==> src/rtl/cache_arbiter.sv <==
// cache_arbiter: shares one physical-memory port between the I-cache and the
// D-cache. The D-cache has priority. A waiting I-cache request is forced through
// after STARVE_LIMIT consecutive D grants (STARVE_LIMIT = 0 gives strict D priority).
//
// Optional feature macro: CACHE_ARBITER_PERF_EN (adds grant/conflict counters).
//
// Ports:
//   clk, reset                          rising-edge clock, async active-high reset
//   i_pmem_read/address                 I-cache line read request (held until resp)
//   i_pmem_rdata/resp                   line data and one-cycle completion to I-cache
//   d_pmem_read/write/address/wdata     D-cache line read / writeback request
//   d_pmem_rdata/resp                   line data and one-cycle completion to D-cache
//   pmem_read/write                     memory strobes, decoded from state
//   pmem_address/wdata                  registered copy of the granted request
//   pmem_rdata/resp                     memory read data and completion pulse
//   i_grant_count, d_grant_count,
//   conflict_count                      16-bit wrapping counters (0 without the macro)
module cache_arbiter #(
    parameter int unsigned ADDR_WIDTH   = 16,
    parameter int unsigned LINE_WIDTH   = 128,
    parameter int unsigned STARVE_LIMIT = 4
) (
    input  logic                  clk,
    input  logic                  reset,
    input  logic                  i_pmem_read,
    input  logic [ADDR_WIDTH-1:0] i_pmem_address,
    output logic [LINE_WIDTH-1:0] i_pmem_rdata,
    output logic                  i_pmem_resp,
    input  logic                  d_pmem_read,
    input  logic                  d_pmem_write,
    input  logic [ADDR_WIDTH-1:0] d_pmem_address,
    input  logic [LINE_WIDTH-1:0] d_pmem_wdata,
    output logic [LINE_WIDTH-1:0] d_pmem_rdata,
    output logic                  d_pmem_resp,
    output logic                  pmem_read,
    output logic                  pmem_write,
    output logic [ADDR_WIDTH-1:0] pmem_address,
    output logic [LINE_WIDTH-1:0] pmem_wdata,
    input  logic [LINE_WIDTH-1:0] pmem_rdata,
    input  logic                  pmem_resp,
    output logic [15:0]           i_grant_count,
    output logic [15:0]           d_grant_count,
    output logic [15:0]           conflict_count
);

    localparam int unsigned STARVE_W = 4;
    localparam logic [STARVE_W-1:0] STARVE_MAX = '1;

    typedef enum logic [1:0] {IDLE, SERVE_I, SERVE_D, TURN} state_t;

    state_t                state_q, state_d;
    logic                  op_write_q, op_write_d;
    logic [STARVE_W-1:0]   starve_cnt_q, starve_cnt_d;
    logic [ADDR_WIDTH-1:0] addr_q, addr_d;
    logic [LINE_WIDTH-1:0] wdata_q, wdata_d;

    logic i_req, d_req, i_forced, grant_i, grant_d;

    // Read data is a plain passthrough; only meaningful while the resp pulse is high.
    assign i_pmem_rdata = pmem_rdata;
    assign d_pmem_rdata = pmem_rdata;
    assign pmem_address = addr_q;
    assign pmem_wdata   = wdata_q;

    // Grant decision, only evaluated in IDLE.
    always_comb begin
        i_req    = i_pmem_read;
        d_req    = d_pmem_read | d_pmem_write;
        i_forced = (STARVE_LIMIT != 0) && (32'(starve_cnt_q) >= STARVE_LIMIT);
        grant_i  = 1'b0;
        grant_d  = 1'b0;
        if (state_q == IDLE) begin
            if (i_req && d_req) begin
                grant_i = i_forced;
                grant_d = !i_forced;
            end else begin
                grant_i = i_req;
                grant_d = d_req;
            end
        end
    end

    // Next-state, captured request and strobe/response decode.
    always_comb begin
        state_d      = state_q;
        op_write_d   = op_write_q;
        starve_cnt_d = starve_cnt_q;
        addr_d       = addr_q;
        wdata_d      = wdata_q;
        pmem_read    = 1'b0;
        pmem_write   = 1'b0;
        i_pmem_resp  = 1'b0;
        d_pmem_resp  = 1'b0;
        case (state_q)
            IDLE: begin
                if (grant_i) begin
                    state_d      = SERVE_I;
                    addr_d       = i_pmem_address;
                    op_write_d   = 1'b0;
                    starve_cnt_d = '0;
                end else if (grant_d) begin
                    state_d    = SERVE_D;
                    addr_d     = d_pmem_address;
                    wdata_d    = d_pmem_wdata;
                    // Write wins when read and write are raised together.
                    op_write_d = d_pmem_write;
                    if (!i_req) begin
                        starve_cnt_d = '0;
                    end else if (starve_cnt_q != STARVE_MAX) begin
                        starve_cnt_d = starve_cnt_q + STARVE_W'(1);
                    end
                end
            end
            SERVE_I: begin
                pmem_read = 1'b1;
                if (pmem_resp) begin
                    i_pmem_resp = 1'b1;
                    state_d     = TURN;
                end
            end
            SERVE_D: begin
                pmem_read  = !op_write_q;
                pmem_write = op_write_q;
                if (pmem_resp) begin
                    d_pmem_resp = 1'b1;
                    state_d     = TURN;
                end
            end
            // One dead cycle so the served requester can drop its request.
            TURN:    state_d = IDLE;
            default: state_d = IDLE;
        endcase
    end

    always_ff @(posedge clk or posedge reset) begin
        if (reset) begin
            state_q      <= IDLE;
            op_write_q   <= 1'b0;
            starve_cnt_q <= '0;
            addr_q       <= '0;
            wdata_q      <= '0;
        end else begin
            state_q      <= state_d;
            op_write_q   <= op_write_d;
            starve_cnt_q <= starve_cnt_d;
            addr_q       <= addr_d;
            wdata_q      <= wdata_d;
        end
    end

`ifdef CACHE_ARBITER_PERF_EN
    logic [15:0] i_cnt_q, d_cnt_q, conf_cnt_q;

    // Wrapping performance counters.
    always_ff @(posedge clk or posedge reset) begin
        if (reset) begin
            i_cnt_q    <= '0;
            d_cnt_q    <= '0;
            conf_cnt_q <= '0;
        end else begin
            if (grant_i) i_cnt_q <= i_cnt_q + 16'd1;
            if (grant_d) d_cnt_q <= d_cnt_q + 16'd1;
            if ((state_q == IDLE) && i_req && d_req) conf_cnt_q <= conf_cnt_q + 16'd1;
        end
    end

    assign i_grant_count  = i_cnt_q;
    assign d_grant_count  = d_cnt_q;
    assign conflict_count = conf_cnt_q;
`else
    assign i_grant_count  = '0;
    assign d_grant_count  = '0;
    assign conflict_count = '0;
`endif

endmodule

==> config.mk <==
export PLATFORM = sky130hd
export DESIGN_NAME = cache_arbiter
export DESIGN_NICKNAME = d
export VERILOG_FILES = /design/src/rtl/cache_arbiter.sv
export SDC_FILE = /design/constraint.sdc
export NUM_CORES = 1
export LEC_CHECK = 0
export CORE_AREA = 2 2 290 292
export DETAILED_ROUTE_END_ITERATION = 12
export DIE_AREA = 0 0 292 294
export SLEW_MARGIN = 40
export SYNTH_ARGS = -nofsm -noshare
export SYNTH_HDL_FRONTEND = slang
export SYNTH_SLANG_ARGS = --single-unit
==> constraint.sdc <==
create_clock -name clk -period 5.3 [get_ports clk]
set_input_delay 0.53 -clock clk [delete_from_list [all_inputs] [get_ports clk]]
set_output_delay 0.53 -clock clk [all_outputs]
set_load 0.02 [all_outputs]
==> impl_metrics.env <==
export IMPL_status="completed"
export IMPL_cp_num_buf_inv=2
export IMPL_route_vias_total=4874
export IMPL_synth_avg_cell_area_um2=12.7
export IMPL_routed_wl_um=26500
export IMPL_area_delta_synth_final_pct=32.1
export IMPL_clockRootBuffer="sky130_fd_sc_hd__clkbuf_16"
export IMPL_syn_inst=695
export IMPL_cts_repair_resized=0
export IMPL_timing_fmax_ghz=0.365
export IMPL_powerDensity_nw_per_um2=617
export IMPL_fin_worst_skew_ns=0.0228
export IMPL_ffs_latches_synth=151
export IMPL_antenna_found_initial=3
export IMPL_worst_setup_path_end_kind="output pin"
export IMPL_die_w_um=292
export IMPL_pin_count_of_the_biggest_net_entering_global_routing=72
export IMPL_finalWeightedCongestion=0.740
export IMPL_grt_ovfl_total=0
export IMPL_antenna_violating_nets_post_route=0
export IMPL_critPathMaxFanout=6
export IMPL_timing_hold_violations_final=0
export IMPL_layout_min_cycle_time_ns=2.74
export IMPL_cts_hold_repair_buffers=0
export IMPL_count_of_flip_flops_with_a_built_in_enable_after_synthesis=0
export IMPL_worst_hold_margin_ns=0.476
export IMPL_synthesis_area_um2=8840
export IMPL_path_cells="inv_1 > ha_1 > o21a_1 > clkdlybuf4s50_1"
export IMPL_tritoncts="done"
export IMPL_layout_drive_gt1_share=0.234
export IMPL_die_area_um2=85800
export IMPL_multi_input_area_um2=2670
export IMPL_floorplan_row_count=106
export IMPL_detail_route_iter0_violations=133
export IMPL_ff_latch_area_um2=3780
export IMPL_timing_hold_worst_class="reg -> reg"
export IMPL_route_detailed_wl_per_inst_um=14.3
export IMPL_gr_usage_all_layers=0.0602
export IMPL_irDropWorstVdd_mv=0.239
export IMPL_finalNetCount=1055
export IMPL_floorplan_initialDensity=0.107
export IMPL_clk_insertion_delay_late_ns=0.48
export IMPL_reg_clk_slew_reported_paths_ns=0.08
export IMPL_tritoncts_num_sinks=151
export IMPL_power_total_uw=7210
export IMPL_rsz0062_at_grt="no"
export IMPL_drt_drc_violations_left=0
export IMPL_synthDistinctLibCells=36
export IMPL_critical_path_arrival_ns=2.21
export IMPL_core_area_um2=82900
export IMPL_port_buffer_count=313
export IMPL_critPathSlowestCell="sky130_fd_sc_hd__clkdlybuf4s50_1"
export IMPL_timing_critical_path_slowest_cell_delay_ns=0.69
export IMPL_maxCapViolCount=0
export IMPL_timing_critical_path_required_ns=4.77
export IMPL_num_fill_cells=9242
export IMPL_cp_start_kind="flip-flop"
export IMPL_yosysWarningCount=0
export IMPL_io_pins=746
export IMPL_max_slew_worst_pin_slew_ns=0.728
export IMPL_relSlewSlack=0.515
export IMPL_vias_in_the_first_global_route=5142
export IMPL_cts_max_path_buffers=2
export IMPL_router_iterations_before_antenna_repair=4
export IMPL_die_h_um=294
export IMPL_critical_path_top_delay_family="buffers and inverters"
export IMPL_tritoncts_num_buffers=17
export IMPL_fin_setup_tns_ns=0
export IMPL_cts_max_level=4
export IMPL_tcrit_tclk_final=0.517
export IMPL_ys_seq_area_frac=0.428
export IMPL_final_max_slew_viol_count=0
export IMPL_setup_viol=0
export IMPL_worst_setup_path_type="reg -> out"
export IMPL_p_leak_uw=0.00493
export IMPL_ys_dominant_reg_cell="sky130_fd_sc_hd__dfrtp_1"
export IMPL_cts_setup_buffers=0
export IMPL_postSynth_asyncResetShare=1.00
export IMPL_post_drt_via_cell_ratio=2.63
export IMPL_dpl_hpwl_um=20300
export IMPL_finish_utilization=0.141
export IMPL_grt_first_pass_wirelength_um=36400
-- logic make-up (layout without fill, tap and decap cells) --
logic type / Yosys count / in the layout / synth area share
AO/OA/AOI/OAI: 29 / 29 / 0.0242
adder cells (fa/ha/maj): 4 / 4 / 0.00566
buffers and inverters: 328 / 356 / 0.291
flip-flops: 151 / 151 / 0.428
multiplexers: 144 / 144 / 0.230
other: 1 / 50 / 0.000424
AND/OR/NAND/NOR: 38 / 38 / 0.0215
-- synth_stat cells (2+ instances only) --
master | count | area (um^2)
sky130_fd_sc_hd__buf_4 | 306 | 2300
sky130_fd_sc_hd__dfrtp_1 | 151 | 3780
sky130_fd_sc_hd__mux2_4 | 114 | 1710
sky130_fd_sc_hd__nand2_1 | 24 | 90.1
sky130_fd_sc_hd__mux2i_1 | 16 | 160
sky130_fd_sc_hd__mux2_2 | 13 | 146
sky130_fd_sc_hd__buf_8 | 12 | 180
sky130_fd_sc_hd__o21ai_1 | 10 | 50.1
sky130_fd_sc_hd__o21ai_2 | 7 | 61.3
sky130_fd_sc_hd__buf_6 | 5 | 56.3
sky130_fd_sc_hd__ha_1 | 4 | 50.1
sky130_fd_sc_hd__and2_1 | 3 | 18.8
sky130_fd_sc_hd__inv_1 | 3 | 11.3
sky130_fd_sc_hd__o21ai_0 | 3 | 15.0
sky130_fd_sc_hd__a21oi_1 | 2 | 10.0
sky130_fd_sc_hd__nand2b_1 | 2 | 12.5
-- metrics by stage --
step,area (um^2),instances,worst slack (ns)
floorplan,9010,742,0.705
global placement,11000,1816,2.21
detailed placement,11100,1818,2.51
CTS,11700,1850,2.45
global route,11700,1850,2.41
finish,11700,1852,2.56
-- flip-flops by register name (all words and copies together), names as in the netlist --
register / cells
pmem_wdata: 128
pmem_address: 16
starve_cnt_q: 4
state_q: 2
op_write_q: 1
-- cells in the final DEF (no fill, tap or decap), types with 7 or more instances in the layout --
cell type,count
sky130_fd_sc_hd__o21ai_1,10
sky130_fd_sc_hd__mux2_2,13
sky130_fd_sc_hd__nand2_1,24
sky130_fd_sc_hd__o21ai_2,7
sky130_fd_sc_hd__mux2i_1,16
sky130_fd_sc_hd__dfrtp_1,151
sky130_fd_sc_hd__clkdlybuf4s50_1,313
sky130_fd_sc_hd__conb_1,48
sky130_fd_sc_hd__mux2_4,114
sky130_fd_sc_hd__clkbuf_16,17
-- final timing paths --
path,end,start,slack (ns),cells after the start
hold reg to reg,pmem_address[11]$_DFFE_PP0P_,pmem_address[11]$_DFFE_PP0P_,0.48,2
setup / recovery,pmem_read,state_q[1]$_DFFE_PP0P_,2.56,4
hold / removal,pmem_address[11]$_DFFE_PP0P_,pmem_address[11]$_DFFE_PP0P_,0.48,2
max in group asynchronous,pmem_wdata[67]$_DFFE_PP0P_,reset,3.64,3
setup reg to reg,pmem_wdata[70]$_DFFE_PP0P_,state_q[1]$_DFFE_PP0P_,3.02,7
min in group asynchronous,pmem_wdata[32]$_DFFE_PP0P_,reset,0.58,2
-- final cells by class --
class	count	share of cell area
tap	1080	0.116
antenna	2	0.000429
inverter	3	0.00139
timing repair buffer	321	0.278
clock buffer	19	0.0379
sequential	151	0.324
multi-input combinational	263	0.228
clock inverter	13	0.0141
-- power by group --
part | switching (uW) | leakage [uW] | internal, uW
registers | 357 | 0.00179 | 1740
logic | 1700 | 0.00285 | 2110
clock network | 582 | 0.000287 | 721
-- routing by layer --
layer,global-route usage,share of wire
met5,0.00737,0.0038
met4,0.0430,0.049
met3,0.0400,0.14
met1,0.0577,0.35
met2,0.0923,0.46
-- worst min-delay path, stage by stage (launching register included) --
cell,delay [ns]
sky130_fd_sc_hd__dfrtp_1,0.34
sky130_fd_sc_hd__nand2_1,0.06
sky130_fd_sc_hd__o21ai_2,0.05
(Power assumes the default switching activity.)
